===== config.mk =====
export PLATFORM = sky130hd
export DESIGN_NAME = mips_mc_ctrl
export DESIGN_NICKNAME = d
export VERILOG_FILES = /design/src/rtl/mips_pkg.sv /design/src/rtl/mips_mc_ctrl_decode.sv /design/src/rtl/mips_mc_ctrl.sv
export SDC_FILE = /design/constraint.sdc
export NUM_CORES = 1
export LEC_CHECK = 0
export CELL_PAD_IN_SITES_DETAIL_PLACEMENT = 1
export CELL_PAD_IN_SITES_GLOBAL_PLACEMENT = 1
export CORE_AREA = 3 3 53 55
export DETAILED_ROUTE_END_ITERATION = 16
export DIE_AREA = 0 0 56 58
export GPL_TIMING_DRIVEN = 1
export PLACE_DENSITY = 0.77
export SLEW_MARGIN = 10
export SYNTH_ARGS = -nofsm -noshare
export SYNTH_HDL_FRONTEND = slang
export SYNTH_SLANG_ARGS = --single-unit

===== constraint.sdc =====
create_clock -name clk -period 2.2 [get_ports clk]
set_clock_uncertainty 0.1 [all_clocks]
set_input_delay 0.33 -clock clk [delete_from_list [all_inputs] [get_ports clk]]
set_output_delay 0.33 -clock clk [all_outputs]
set_load 0.01 [all_outputs]

===== src/rtl/mips_pkg.sv =====
// ---------------------------------------------------------------------------
// mips_pkg
// Shared definitions for the multi-cycle MIPS controller and the blocks that
// consume its outputs (ALUCtrl, RegMUX, CPU top). Keeping the opcode, state
// and select encodings in one place means every block reads the same values.
//   - opcode constants for the supported instructions
//   - FSM state encodings (4 bits, 13..15 unused)
//   - ALUOp, alu_src_b and pc_source encodings
//   - ctrl_word_t: the full control word produced per state
//   - dispatch_state(): DECODE-stage opcode -> next state
// ---------------------------------------------------------------------------
package mips_pkg;

    // Opcodes, taken from instr[31:26]
    localparam logic [5:0] OP_RTYPE = 6'h00;
    localparam logic [5:0] OP_J     = 6'h02;
    localparam logic [5:0] OP_BEQ   = 6'h04;
    localparam logic [5:0] OP_ADDI  = 6'h08;
    localparam logic [5:0] OP_LW    = 6'h23;
    localparam logic [5:0] OP_SW    = 6'h2B;

    // FSM state encodings; the numeric values are visible on the debug port
    localparam logic [3:0] ST_FETCH  = 4'd0;
    localparam logic [3:0] ST_DECODE = 4'd1;
    localparam logic [3:0] ST_MADDR  = 4'd2;
    localparam logic [3:0] ST_MRD    = 4'd3;
    localparam logic [3:0] ST_MWB    = 4'd4;
    localparam logic [3:0] ST_MWR    = 4'd5;
    localparam logic [3:0] ST_REXE   = 4'd6;
    localparam logic [3:0] ST_RWB    = 4'd7;
    localparam logic [3:0] ST_BRN    = 4'd8;
    localparam logic [3:0] ST_JMP    = 4'd9;
    localparam logic [3:0] ST_AEXE   = 4'd10;
    localparam logic [3:0] ST_AWB    = 4'd11;
    localparam logic [3:0] ST_TRAP   = 4'd12;

    // ALUOp as seen by ALUCtrl
    localparam logic [1:0] ALUOP_ADD   = 2'b00;
    localparam logic [1:0] ALUOP_SUB   = 2'b01;
    localparam logic [1:0] ALUOP_FUNCT = 2'b10;

    // ALU operand B select
    localparam logic [1:0] SRCB_REG     = 2'd0;
    localparam logic [1:0] SRCB_FOUR    = 2'd1;
    localparam logic [1:0] SRCB_IMM     = 2'd2;
    localparam logic [1:0] SRCB_IMM_SH2 = 2'd3;

    // PC source select
    localparam logic [1:0] PCSRC_ALU    = 2'd0;
    localparam logic [1:0] PCSRC_ALUOUT = 2'd1;
    localparam logic [1:0] PCSRC_JUMP   = 2'd2;

    // Complete set of datapath controls driven by the FSM in one state
    typedef struct packed {
        logic       pc_write;
        logic       pc_write_cond;
        logic       i_or_d;
        logic       mem_read;
        logic       mem_write;
        logic       ir_write;
        logic       mem_to_reg;
        logic       reg_dst;
        logic       reg_write;
        logic       alu_src_a;
        logic [1:0] alu_src_b;
        logic [1:0] alu_op;
        logic [1:0] pc_source;
        logic       instr_done;
    } ctrl_word_t;

    // Every control inactive; used as the default for each state
    localparam ctrl_word_t CTRL_IDLE = '0;

    // Next state out of DECODE. Optional instructions that are disabled fall
    // through to TRAP exactly like any unknown opcode.
    function automatic logic [3:0] dispatch_state(input logic [5:0] op,
                                                  input logic       en_addi,
                                                  input logic       en_jump);
        logic [3:0] nxt;
        nxt = ST_TRAP;
        case (op)
            OP_RTYPE:     nxt = ST_REXE;
            OP_LW, OP_SW: nxt = ST_MADDR;
            OP_BEQ:       nxt = ST_BRN;
            OP_J:         nxt = en_jump ? ST_JMP : ST_TRAP;
            OP_ADDI:      nxt = en_addi ? ST_AEXE : ST_TRAP;
            default:      nxt = ST_TRAP;
        endcase
        return nxt;
    endfunction

endpackage


===== src/rtl/mips_mc_ctrl_decode.sv =====
// ---------------------------------------------------------------------------
// mips_mc_ctrl_decode
// Combinational lookup from the registered FSM state to the control word.
// Outputs are Moore-style except the few places where a state finishes only
// when memory answers (FETCH loads IR/PC, MWR reports completion).
// Ports:
//   state      in   4  current FSM state
//   mem_ready  in   1  memory handshake; only looked at in FETCH and MWR
//   ctrl       out     control word (ctrl_word_t) for the datapath
// ---------------------------------------------------------------------------
module mips_mc_ctrl_decode
    import mips_pkg::*;
(
    input  logic [3:0]  state,
    input  logic        mem_ready,
    output ctrl_word_t  ctrl
);

    // Start from all-inactive so any unlisted control, unused state or TRAP
    // drives zero; each state then switches on only what it needs.
    always_comb begin
        ctrl = CTRL_IDLE;
        case (state)
            ST_FETCH: begin
                // PC+4 is computed every fetch cycle, but the PC and IR only
                // load once the instruction word is actually on the bus.
                ctrl.mem_read  = 1'b1;
                ctrl.alu_src_b = SRCB_FOUR;
                ctrl.alu_op    = ALUOP_ADD;
                ctrl.ir_write  = mem_ready;
                ctrl.pc_write  = mem_ready;
            end
            ST_DECODE: begin
                // Speculatively form the branch target into ALUOut
                ctrl.alu_src_b = SRCB_IMM_SH2;
                ctrl.alu_op    = ALUOP_ADD;
            end
            ST_MADDR: begin
                ctrl.alu_src_a = 1'b1;
                ctrl.alu_src_b = SRCB_IMM;
                ctrl.alu_op    = ALUOP_ADD;
            end
            ST_MRD: begin
                ctrl.mem_read = 1'b1;
                ctrl.i_or_d   = 1'b1;
            end
            ST_MWB: begin
                ctrl.reg_dst    = 1'b0;
                ctrl.mem_to_reg = 1'b1;
                ctrl.reg_write  = 1'b1;
                ctrl.instr_done = 1'b1;
            end
            ST_MWR: begin
                // The store is finished only in the cycle memory accepts it
                ctrl.mem_write  = 1'b1;
                ctrl.i_or_d     = 1'b1;
                ctrl.instr_done = mem_ready;
            end
            ST_REXE: begin
                ctrl.alu_src_a = 1'b1;
                ctrl.alu_src_b = SRCB_REG;
                ctrl.alu_op    = ALUOP_FUNCT;
            end
            ST_RWB: begin
                ctrl.reg_dst    = 1'b1;
                ctrl.reg_write  = 1'b1;
                ctrl.instr_done = 1'b1;
            end
            ST_BRN: begin
                // Compare by subtraction; PC takes the target held in ALUOut
                ctrl.alu_src_a     = 1'b1;
                ctrl.alu_src_b     = SRCB_REG;
                ctrl.alu_op        = ALUOP_SUB;
                ctrl.pc_write_cond = 1'b1;
                ctrl.pc_source     = PCSRC_ALUOUT;
                ctrl.instr_done    = 1'b1;
            end
            ST_JMP: begin
                ctrl.pc_write   = 1'b1;
                ctrl.pc_source  = PCSRC_JUMP;
                ctrl.instr_done = 1'b1;
            end
            ST_AEXE: begin
                ctrl.alu_src_a = 1'b1;
                ctrl.alu_src_b = SRCB_IMM;
                ctrl.alu_op    = ALUOP_ADD;
            end
            ST_AWB: begin
                ctrl.reg_dst    = 1'b0;
                ctrl.reg_write  = 1'b1;
                ctrl.instr_done = 1'b1;
            end
            default: begin
                ctrl = CTRL_IDLE;
            end
        endcase
    end

endmodule


===== src/rtl/mips_mc_ctrl.sv =====
// ---------------------------------------------------------------------------
// mips_mc_ctrl
// Multi-cycle main control FSM for the MIPS datapath. Sequences
// fetch/decode/execute/memory/writeback, waits on the memory handshake and
// traps permanently (until reset) on an illegal opcode.
// Parameters:
//   EN_ADDI  1: decode addi, 0: addi is illegal
//   EN_JUMP  1: decode j,    0: j is illegal
// Ports:
//   clk, rst               clock, async active-high reset
//   opcode[5:0]            instr[31:26], evaluated in DECODE
//   mem_ready              memory finished the current access
//   pc_write, pc_write_cond, i_or_d, mem_read, mem_write, ir_write,
//   mem_to_reg, RegDst, RegWrite, alu_src_a, alu_src_b[1:0], ALUOp[1:0],
//   pc_source[1:0]         datapath controls
//   state[3:0]             current FSM state (debug)
//   illegal_op             sticky trap flag
//   instr_done             pulse in the last cycle of each instruction
// ---------------------------------------------------------------------------
module mips_mc_ctrl
    import mips_pkg::*;
#(
    parameter bit EN_ADDI = 1'b1,
    parameter bit EN_JUMP = 1'b1
) (
    input  logic       clk,
    input  logic       rst,
    input  logic [5:0] opcode,
    input  logic       mem_ready,
    output logic       pc_write,
    output logic       pc_write_cond,
    output logic       i_or_d,
    output logic       mem_read,
    output logic       mem_write,
    output logic       ir_write,
    output logic       mem_to_reg,
    output logic       RegDst,
    output logic       RegWrite,
    output logic       alu_src_a,
    output logic [1:0] alu_src_b,
    output logic [1:0] ALUOp,
    output logic [1:0] pc_source,
    output logic [3:0] state,
    output logic       illegal_op,
    output logic       instr_done
);

    logic [3:0] state_next;
    logic       mem_is_store;
    ctrl_word_t ctrl;

    // The opcode is only trusted in DECODE, so the load/store direction is
    // captured there and reused in MADDR instead of re-reading the bus.
    always_ff @(posedge clk or posedge rst) begin
        if (rst) begin
            mem_is_store <= 1'b0;
        end else if (state == ST_DECODE) begin
            mem_is_store <= (opcode == OP_SW);
        end
    end

    // Next-state logic; unused encodings recover to FETCH and TRAP only
    // leaves through reset.
    always_comb begin
        state_next = state;
        case (state)
            ST_FETCH:  state_next = mem_ready ? ST_DECODE : ST_FETCH;
            ST_DECODE: state_next = dispatch_state(opcode, EN_ADDI, EN_JUMP);
            ST_MADDR:  state_next = mem_is_store ? ST_MWR : ST_MRD;
            ST_MRD:    state_next = mem_ready ? ST_MWB : ST_MRD;
            ST_MWB:    state_next = ST_FETCH;
            ST_MWR:    state_next = mem_ready ? ST_FETCH : ST_MWR;
            ST_REXE:   state_next = ST_RWB;
            ST_RWB:    state_next = ST_FETCH;
            ST_BRN:    state_next = ST_FETCH;
            ST_JMP:    state_next = ST_FETCH;
            ST_AEXE:   state_next = ST_AWB;
            ST_AWB:    state_next = ST_FETCH;
            ST_TRAP:   state_next = ST_TRAP;
            default:   state_next = ST_FETCH;
        endcase
    end

    // State register; reset lands in FETCH immediately, abandoning whatever
    // instruction was in flight.
    always_ff @(posedge clk or posedge rst) begin
        if (rst) begin
            state <= ST_FETCH;
        end else begin
            state <= state_next;
        end
    end

    // The flag rises on the same edge that enters TRAP and holds until reset
    always_ff @(posedge clk or posedge rst) begin
        if (rst) begin
            illegal_op <= 1'b0;
        end else if (state_next == ST_TRAP) begin
            illegal_op <= 1'b1;
        end
    end

    mips_mc_ctrl_decode u_decode (
        .state     (state),
        .mem_ready (mem_ready),
        .ctrl      (ctrl)
    );

    assign pc_write      = ctrl.pc_write;
    assign pc_write_cond = ctrl.pc_write_cond;
    assign i_or_d        = ctrl.i_or_d;
    assign mem_read      = ctrl.mem_read;
    assign mem_write     = ctrl.mem_write;
    assign ir_write      = ctrl.ir_write;
    assign mem_to_reg    = ctrl.mem_to_reg;
    assign RegDst        = ctrl.reg_dst;
    assign RegWrite      = ctrl.reg_write;
    assign alu_src_a     = ctrl.alu_src_a;
    assign alu_src_b     = ctrl.alu_src_b;
    assign ALUOp         = ctrl.alu_op;
    assign pc_source     = ctrl.pc_source;
    assign instr_done    = ctrl.instr_done;

endmodule


# Word level (Yosys, flattened, before mapping)
# Cells that the tools add are included.
[classes] reduce_logical=9 mux=18 eq_ne=18
[op_table] op="$pmux W4 S5" count=2
[op_table] op="$pmux W4 S8" count=1
[op_table] op="$eq A4 B4 Y1 const B" count=6
[op_table] op="$eq A4 B3 Y1 const B" count=4
[op_table] op="$eq A6 B6 Y1 const B" count=2
[op_table] op="$reduce_or A2 Y1" count=5
[op_table] op="$mux W3" count=3
[op_table] op="$eq A4 B2 Y1 const B" count=2
[op_table] op="$mux W1" count=8
[op_table] op="$pmux W2 S2" count=2
[op_table] op="$eq A6 B2 Y1 const B" count=1
[op_table] op="$eq A6 B3 Y1 const B" count=1
[op_table] op="$eq A6 B4 Y1 const B" count=1
[op_table] op="$logic_not A6 Y1" count=1
[op_table] op="$reduce_or A5 Y1" count=1
[op_table] op="$eq A4 B1 Y1 const B" count=1
[op_table] op="$logic_not A4 Y1" count=1
[op_table] op="$pmux W1 S2" count=2
[op_table] op="$reduce_or A4 Y1" count=1
[totals] in_bits=9 regBits=6

# Longest topological paths before layout
# Gate-level depths: netlist of run 1.
[depth] depth_word=5 ltp_mapped=7

# Cells and area by module
# Synthesis of run 1 repeated with hierarchy kept, for this count alone.
[hier_totals] cells_unflattened=88 area_unflattened_um2=665.6
[modules_own_cells] module="mips_mc_ctrl" cells_per_inst=52 instances=1 area_each_um2=440.4 seq_area_each_um2=150.1
[modules_own_cells] module="mips_mc_ctrl_decode" cells_per_inst=36 instances=1 area_each_um2=225.2 seq_area_each_um2=0.0

# Worst setup path before layout of run 1
# No wires, ideal clock.
[synth_timing] path_kind="register to output" from="register state[2]" to="output port pc_source[0]" arrival_time_ns=1.322 required_time_ns=1.770 path_stages_with_launch=5 setup_slack_ns=0.448 cell_sequence="dfrtp_1 -> buf_2 -> nand2b_1 -> nor3_1 -> buf_4"
[synth_via] elab_chain_cells=2
[synth_rtl] item="from (decl)" line_no="mips_mc_ctrl.sv:43" text="output logic [3:0] state,"
[synth_rtl] item="from (signal assigned)" line_no="mips_mc_ctrl.sv:90" text="state <= state_next;"
[synth_rtl] item="$eq A4 B4 Y1" line_no="mips_mc_ctrl_decode.sv:23" text="case (state)"
[synth_rtl] item="$pmux W2 S2 (*)" line_no="mips_mc_ctrl_decode.sv:23"
[synth_rtl] item="to (decl)" line_no="mips_mc_ctrl.sv:42" text="output logic [1:0] pc_source,"
# Every way passes the cells marked *; elsewhere a longest branch is shown, timed or not.

# Final worst setup path of run 1
[layout_timing] from="input port mem_ready" to="output port instr_done"
[layout_via] elab_chain_cells=1
[layout_rtl] item="from (decl)" line_no="mips_mc_ctrl.sv:29" text="input logic mem_ready,"
[layout_rtl] item="$pmux W1 S2" line_no="mips_mc_ctrl_decode.sv:23"
[layout_rtl] item="to (decl)" line_no="mips_mc_ctrl.sv:45" text="output logic instr_done"
# No other way between the ends.

==> results of run 1 <==
## worst max-delay path by stage
stage	start	endpoint	depth (start not counted)
floorplan	state[2]	pc_source[0]	4
global placement	mem_ready	instr_done	5
detailed placement	mem_ready	instr_done	5
CTS	state[0]	instr_done	5
global route	state[3]	mem_read	3
finish	mem_ready	instr_done	5
## cells by family (layout without fill, tap and decap cells)
| logic type | count (synthesis) | in the layout |
|---|---|---|
| muxes | 1 | 1 |
| and+or+nand+nor | 41 | 41 |
| buffers and inverters | 12 | 46 |
| xor gates and xnor gates | 2 | 2 |
| DFF | 6 | 6 |
| AOI/OAI and AO/OA | 20 | 20 |
## routing by layer
| metal | wire length, microns | up-vias | share of wire (%) | track usage [%] |
|---|---|---|---|---|
| li1 | - | 358 | - | - |
| met1 | 852 | 322 | 45 | 13.70 |
| met2 | 899 | 28 | 48 | 21.54 |
| met3 | 132 | 0 | 7.0 | 3.341 |
| met4 | 0 | 0 | 0 | 2.034 |
| met5 | 0 | - | 0 | 0 |
## cell usage after synthesis, types with 2 or more instances
master    count
buf_6         3
o22ai_1       4
dfrtp_1       6
buf_2         3
nor3_1        7
nand3_1       3
nor2_1       13
o21ai_0       2
nand2b_1      4
nand2_1       9
o211ai_1      3
inv_1         5
and3_1        2
o21a_1        2
## layout make-up
class / instances / area share, %
multi-input cells: 64 / 40.55
repair buffers: 38 / 36.30
well taps: 30 / 3.755
flip-flops and latches: 6 / 15.27
clock buffers: 3 / 2.253
inverters: 5 / 1.877
## flip-flops by register name (all words and copies together), names as in the netlist
| name | flops |
|---|---|
| illegal_op | 1 |
| mem_is_store | 1 |
| state | 4 |
## power breakdown
part           total, W  internal (W)  switching, W
Clock          0.000102     0.0000617     0.0000398
Sequential     0.000200      0.000142     0.0000584
Combinational  0.000895      0.000461      0.000434
Total           0.00120      0.000665      0.000532
## critical path, delay by kind of cell
kind,cells,cell delay (ns)
buf+inv,2,1.04
simple gates,2,0.23
compound gates,1,0.14
## what timing repair did
action / in CTS / in global routing
gates cloned: 0 / 0
setup endpoints to repair: 5 / 12
resized for setup: 5 / 7
pin swaps: 0 / 0
## metrics by stage
stage               setup slack (ns)  instances
global placement             0.06478        143
CTS                        0.0006986        146
detailed placement           0.05904        143
global route               -0.005520        146
finish                       0.04114        146
floorplan                     0.4479         82
==> impl_metrics.json, run 1 <==
{
  "yosys_warnings": 0,
  "ff_latch_area_sq_um": 152.6,
  "drive_above_1_share_pct": 18.97,
  "p_leak_nw": 0.4382,
  "hold_slack_ns": 0.1965,
  "slowest_stage": "clkdlybuf4s50_1",
  "yosysSeqAreaShare_pct": 24.79,
  "grt.total_usage_pct": 11.71,
  "insertion_delay_ns": 0.24,
  "die_h_microns": 58,
  "synth_edf_count": 0,
  "cts_tree": "done",
  "hold_buffers": 0,
  "clk_pin_slew_ns": 0.05,
  "hold_violations": 0,
  "yosysTopAreaCellShare_pct": 24.79,
  "worstMarginPinSlew_ns": 0.2572,
  "vdd_drop_max_mv": 0.5643,
  "clockBufferDepth": 2,
  "grt_overflow": 0,
  "antennaDiodeCount": 0,
  "netlist-cell-type-count": 30,
  "area_growth_pct": 65.08,
  "fin_crit_sh_pct": 98.13,
  "dr_total_vias": 708,
  "synth-simple-area-share_pct": 33.88,
  "synth_seq_cells": 6,
  "timing_max_transition_violations_final": 0,
  "cp_max_fo": 3,
  "async_reset_ff_share_pct": 100.0,
  "layout_min_cycle_time_ns": 2.159,
  "final_common_cell": "clkdlybuf4s50_1",
  "min_path_type": "input port to async pin",
  "cts.root.buffer_cell": "clkbuf_4",
  "endpoint_kind": "output port",
  "synth_top_family_by_area": "simple AND/OR/NAND/NOR gates",
  "critPathRequiredTime_ns": 1.77,
  "wl_per_cell_microns": 12.90,
  "routed_wl_microns": 1884,
  "status": "finished, final reports clean",
  "grt_pass1_vias": 694,
  "num_rows": 18,
  "slowest_delay_ns": 0.53,
  "synth_fa_ha_area_share_pct": 0,
  "port_buffers": 30,
  "dp_hpwl_microns": 1549,
  "critPathMostFrequentCell": "clkdlybuf4s50_1",
  "dieArea_sq_um": 3248,
  "synth_top_area_cell": "dfrtp_1",
  "r2r_setup_slack_ns": 0.42,
  "die_w_microns": 56,
  "drv_cap": 0,
  "r2r-start": "state[3]",
  "htreeDepth": 1,
  "tns_ns": 0,
  "muxShareOfSynthArea_pct": 1.653,
  "syn_nets": 91,
  "slew_headroom_pct": 82.78,
  "final_cell_mix": "clkdlybuf4s50_1, nor2_1, nand2_1, buf_4, nor3_1",
  "reg2reg_depth": 6,
  "final_area_sq_um": 999.7,
  "max_freq_mhz": 463.2,
  "cts_made_buffers": 3,
  "worstSetupStartpointType": "input port",
  "grt_max_degree": 12,
  "cp.arrival_ns": 1.73,
  "avgSynthCellArea_sq_um": 7.385,
  "setup_viol": 0,
  "clock-sinks": 6,
  "drtIter0Drc": 7,
  "synthTopCellsByArea": "dfrtp_1, nor2_1, nor3_1",
  "synthFlopType": "dfrtp_1",
  "fillCellCount": 308,
  "ant_nets": 0,
  "gp_congestion": 0.8392,
  "postPlaceCellArea_sq_um": 947.2,
  "netlist_instances": 82,
  "final_util_pct": 41.10,
  "via_per_inst": 4.849,
  "core-area_sq_um": 2432,
  "antenna_found_initial": 0,
  "post_cts_buffers": 0,
  "pin_count": 31,
  "initial_utilization_pct": 24.90,
  "timing.rr.end": "illegal_op",
  "crit_type": "input port to output port",
  "syn_area_sq_um": 605.6,
  "p_total_w": 0.001197,
  "synth_xor_area_share_pct": 2.893,
  "multi_input_area_sq_um": 405.4,
  "drcViolationCount": 0,
  "grt_pass1_wl_microns": 3118,
  "synth_compound_area_share_pct": 24.38,
  "nets": 127,
  "cp_cell_sequence": "clkdlybuf4s50_1 > nor2_1 > o21ai_0 > and3_1 > clkdlybuf4s50_1",
  "powerDensity_nw_per_um2": 1197,
  "dr.pass1.iters": 4,
  "rsz0062_at_grt": "yes"
}
Power figures use the tool's default switching activity.
==> run 2: changes to the inputs <==
- CORE_AREA: 3 3 53 55 -> 2 2 52 54
- DIE_AREA: 0 0 56 58 -> 0 0 54 56
==> impl_metrics.json, run 2 (synthesis results as in run 1) <==
{
  "dr.pass1.iters": 3,
  "worstMarginPinSlew_ns": 0.2575,
  "drtIter0Drc": 5,
  "grt_max_degree": 12,
  "ant_nets": 0,
  "endpoint_kind": "output port",
  "clkPwrFrac_pct": 8.6,
  "htreeDepth": 1,
  "cts.root.buffer_cell": "clkbuf_4",
  "routed_wl_microns": 1938,
  "wl_per_cell_microns": 13.27,
  "final_common_cell": "clkdlybuf4s50_1",
  "critPathRequiredTime_ns": 1.77,
  "final_cell_mix": "clkdlybuf4s50_1, nor2_1, nand2_1, buf_4, nor3_1",
  "powerDensity_nw_per_um2": 1178,
  "area_growth_pct": 65.91,
  "dp_hpwl_microns": 1655,
  "insertion_delay_ns": 0.24,
  "crit_type": "flop to output port",
  "rsz0062_at_grt": "no",
  "slew_headroom_pct": 82.71,
  "grt_pass1_wl_microns": 3201,
  "antennaDiodeCount": 0,
  "initial_utilization_pct": 24.90,
  "grt.total_usage_pct": 13.69,
  "cp.arrival_ns": 1.69,
  "fin_cells": 146,
  "dieArea_sq_um": 3024,
  "max_freq_mhz": 472.7,
  "p_leak_nw": 0.4761,
  "cts_made_buffers": 3,
  "worstSetupStartpointType": "flop",
  "setup_viol": 0,
  "layout_min_cycle_time_ns": 2.115,
  "hold_slack_ns": 0.2088,
  "switching_power_w": 0.0005315,
  "postPlaceCellArea_sq_um": 947.2,
  "cts_tree": "done",
  "grt_overflow": 0,
  "port_buffers": 30,
  "min_path_type": "input port to async pin",
  "swShare_pct": 44.92,
  "largest_reg_flops": 4,
  "fin_crit_sh_pct": 96.16,
  "clk_pin_slew_ns": 0.05,
  "nets": 127,
  "timing_max_transition_violations_final": 0,
  "drcViolationCount": 0,
  "status": "finished, final reports clean",
  "grt_pass1_vias": 779,
  "hold_violations": 0,
  "clockBufferDepth": 2,
  "drv_cap": 0,
  "core-area_sq_um": 2432,
  "die_h_microns": 56,
  "via_per_inst": 4.973,
  "num_rows": 18,
  "cp_max_fo": 6,
  "die_w_microns": 54,
  "dr_total_vias": 726,
  "vdd_drop_max_mv": 0.5026,
  "dp_cells": 143,
  "combPwrFrac_pct": 75.2,
  "pin_count": 31,
  "gp_congestion": 0.7702,
  "p_total_w": 0.001183,
  "seqPwrFrac_pct": 16.2,
  "intPower_w": 0.0006516,
  "drive_above_1_share_pct": 18.10,
  "top_register": "state",
  "clock-sinks": 6,
  "antenna_found_initial": 0,
  "largestRegisters": "state (4), illegal_op (1), mem_is_store (1)",
  "final_area_sq_um": 1005
}
-- run 2: changes by cell type in the layout (fill, tap and decap cells not counted) --
cell	change
buf_6	+1
clkdlybuf4s50_1	-3
buf_4	-1
nand2b_4	-1
dfrtp_2	-1
dlymetal6s2s_1	+3
dfrtp_1	+1
nand2b_2	+1
-- run 2: critical path, cell delays in order (launching register included) --
cell             delay (ns)
dfrtp_1                0.43
nand2b_2               0.27
o21a_1                 0.13
nor2_1                 0.08
clkdlybuf4s50_1        0.54
-- run 2: worst paths after layout --
| kind | start | to | slack, ns | cells past startpoint |
|---|---|---|---|---|
| max | state[0] | alu_src_b[1] | 0.08 | 4 |
| min | rst | state[1] | 0.21 | 2 |
| max reg2reg | state[3] | illegal_op | 0.47 | 6 |
| min reg2reg | illegal_op | illegal_op | 0.37 | 1 |
| max in group asynchronous | rst | state[3] | 1.58 | 2 |
| min in group clk | illegal_op | illegal_op | 0.37 | 1 |
-- run 2: through the flow --
step            TNS, ns  util (%)  setup slack, ns
5_1_grt               0     41.31          0.01303
6_report              0     41.31          0.08453
4_1_cts        -0.01471     40.33         -0.01471
3_5_place_dp   -0.01957     38.94         -0.01957
3_3_place_gp          0     38.94          0.06047
2_1_floorplan         0         -           0.4479
-- run 2: cell type report --
| cell class | count | area [sq um] |
|---|---|---|
| clock buffers | 3 | 22.52 |
| fillers | 313 | 1428 |
| inverters | 5 | 18.77 |
| multi-input cells | 64 | 400.4 |
| flip-flops and latches | 6 | 151.4 |
| well taps | 30 | 37.54 |
| repair buffers | 38 | 374.1 |
-- run 2: power by group through the flow --
stage          Sequential, W  Combinational, W  Clock, W
2_1_floorplan       0.000176          0.000519         0
3_3_place_gp        0.000185          0.000878         0
3_5_place_dp        0.000185          0.000899         0
4_1_cts             0.000190          0.000905  0.000105
5_1_grt             0.000198          0.000965  0.000110
6_report            0.000192          0.000890  0.000101
-- run 2: routing by layer --
layer	global-route usage, %	part of all wire [%]	vias up
li1	-	-	356
met1	14.24	39	344
met4	3.214	0	0
met5	0	0	-
met3	1.613	6.0	0
met2	27.18	55	26
-- run 2: timing repair --
action | CTS | global route
gates resized for setup | 7 | 8
setup buffers | 0 | 0
endpoints found under the setup margin | 8 | 7
hold buffers | 0 | 0
==> run 3: changes to the inputs <==
- REMOVE_ABC_BUFFERS: not set -> 1
- clock period: 2.2 -> 2.4 ns (I/O delays scaled with it)
==> impl_metrics.json, run 3 (synthesis results as in run 1) <==
{
  "htreeDepth": 1,
  "wl_per_cell_microns": 13.29,
  "port_buffers": 30,
  "grt_pass1_wl_microns": 3174,
  "area_growth_pct": 58.47,
  "grt_pass1_vias": 683,
  "die_w_microns": 54,
  "dr_total_vias": 712,
  "clock-sinks": 6,
  "drtIter0Drc": 13,
  "worstMarginPinSlew_ns": 0.2961,
  "dp_hpwl_microns": 1517,
  "dr.pass1.iters": 3,
  "hold_buffers": 0,
  "cts_made_buffers": 3,
  "core-area_sq_um": 2432,
  "drcViolationCount": 0,
  "cp.arrival_ns": 1.79,
  "routed_wl_microns": 1901,
  "ant_nets": 0,
  "clk_pin_slew_ns": 0.05,
  "final_common_cell": "clkdlybuf4s50_1",
  "largest_reg_flops": 4,
  "hold_slack_ns": 0.2286,
  "p_leak_nw": 0.3904,
  "final_cell_mix": "clkdlybuf4s50_1, nor2_1, nand2_1, nor3_1",
  "die_h_microns": 56,
  "r2r_setup_slack_ns": 0.64,
  "num_rows": 18,
  "rsz0062_at_grt": "no",
  "via_per_inst": 4.979,
  "clockBufferDepth": 2,
  "nets": 124,
  "slew_headroom_pct": 80.26,
  "grt.total_usage_pct": 13.90,
  "setup_ws_ns": 0.1488,
  "crit_type": "flop to output port",
  "final_util_pct": 39.45,
  "p_total_w": 0.001067,
  "crit_path_start": "state[0]",
  "initial_utilization_pct": 24.90,
  "fin_crit_sh_pct": 93.80,
  "endpoint_kind": "output port",
  "vdd_drop_max_mv": 0.4713,
  "hold_violations": 0,
  "pin_count": 31,
  "dp_slack_ns": 0.1489,
  "tns_ns": 0,
  "critPathRequiredTime_ns": 1.94,
  "powerDensity_nw_per_um2": 1112,
  "min_path_type": "input port to async pin",
  "max_freq_mhz": 444.2,
  "antennaDiodeCount": 0,
  "dieArea_sq_um": 3024,
  "layout_min_cycle_time_ns": 2.251,
  "cts.root.buffer_cell": "clkbuf_4",
  "cts_tree": "done",
  "largestRegisters": "state (4), illegal_op (1), mem_is_store (1)",
  "insertion_delay_ns": 0.24,
  "grt_max_degree": 12,
  "status": "finished, final reports clean",
  "gp_congestion": 0.8074,
  "timing_max_transition_violations_final": 0,
  "cp_max_fo": 8,
  "worstSetupStartpointType": "flop",
  "top_register": "state",
  "drv_cap": 0,
  "timing.rr.end": "illegal_op",
  "grt_overflow": 0,
  "drive_above_1_share_pct": 15.04,
  "antenna_found_initial": 0,
  "setup_viol": 0,
  "reg2reg_depth": 6,
  "r2r-start": "state[1]"
}
==> run 3: cell types whose count changed in the layout (fill, tap and decap cells not counted), sizes merged <==
cell / delta
buf: -3
clkdlybuf4s50: +6
dlymetal6s2s: -4
dlygate4sd2: -2
==> run 3: worst max-delay path by stage <==
stage | slack, ns | end
CTS | 0.03 | instr_done
floorplan | 0.61 | instr_done
global route | 0.02 | alu_src_b[1]
finish | 0.15 | i_or_d
global placement | 0.22 | pc_write
detailed placement | 0.15 | pc_write
==> run 3: timing repair <==
| action | 4_1_cts | 5_1_grt |
|---|---|---|
| resized for setup | 0 | 6 |
| endpoints found under the setup margin | 0 | 5 |
| buffers inserted | 0 | 0 |
| endpoints found under the hold margin | 0 | 0 |
==> run 3: cell type report <==
| type | count | area [sq um] |
|---|---|---|
| flip-flops and latches | 6 | 152.6 |
| multi-input cells | 64 | 387.9 |
| well taps | 30 | 37.54 |
| fillers | 312 | 1473 |
| repair buffers | 35 | 340.3 |
| clock buffers | 3 | 22.52 |
| inverters | 5 | 18.77 |
==> run 3: where the power goes <==
| part | switching [W] | internal (W) |
|---|---|---|
| logic | 0.000386 | 0.000403 |
| clock network | 0.0000338 | 0.0000564 |
| registers | 0.0000583 | 0.000129 |
==> run 3: metrics by stage <==
stage	area, sq um	cells
finish	959.7	143
global route	959.7	143
CTS	947.2	143
detailed placement	924.6	140
global placement	924.6	140
floorplan	549.3	75
==> run 3: critical path, cell delays in order, from the launching register on <==
cell             delay (ns)
dfrtp_1                0.51
buf_4                  0.22
inv_1                  0.08
nor3_1                 0.18
clkdlybuf4s50_1        0.56
==> run 3: metal layers <==
metal	routed length, microns	up-vias	track usage, %
met5	0	-	0
met4	0	0	5.357
met3	134	0	3.495
met2	964	22	23.34
met1	803	341	16.37
li1	-	349	-
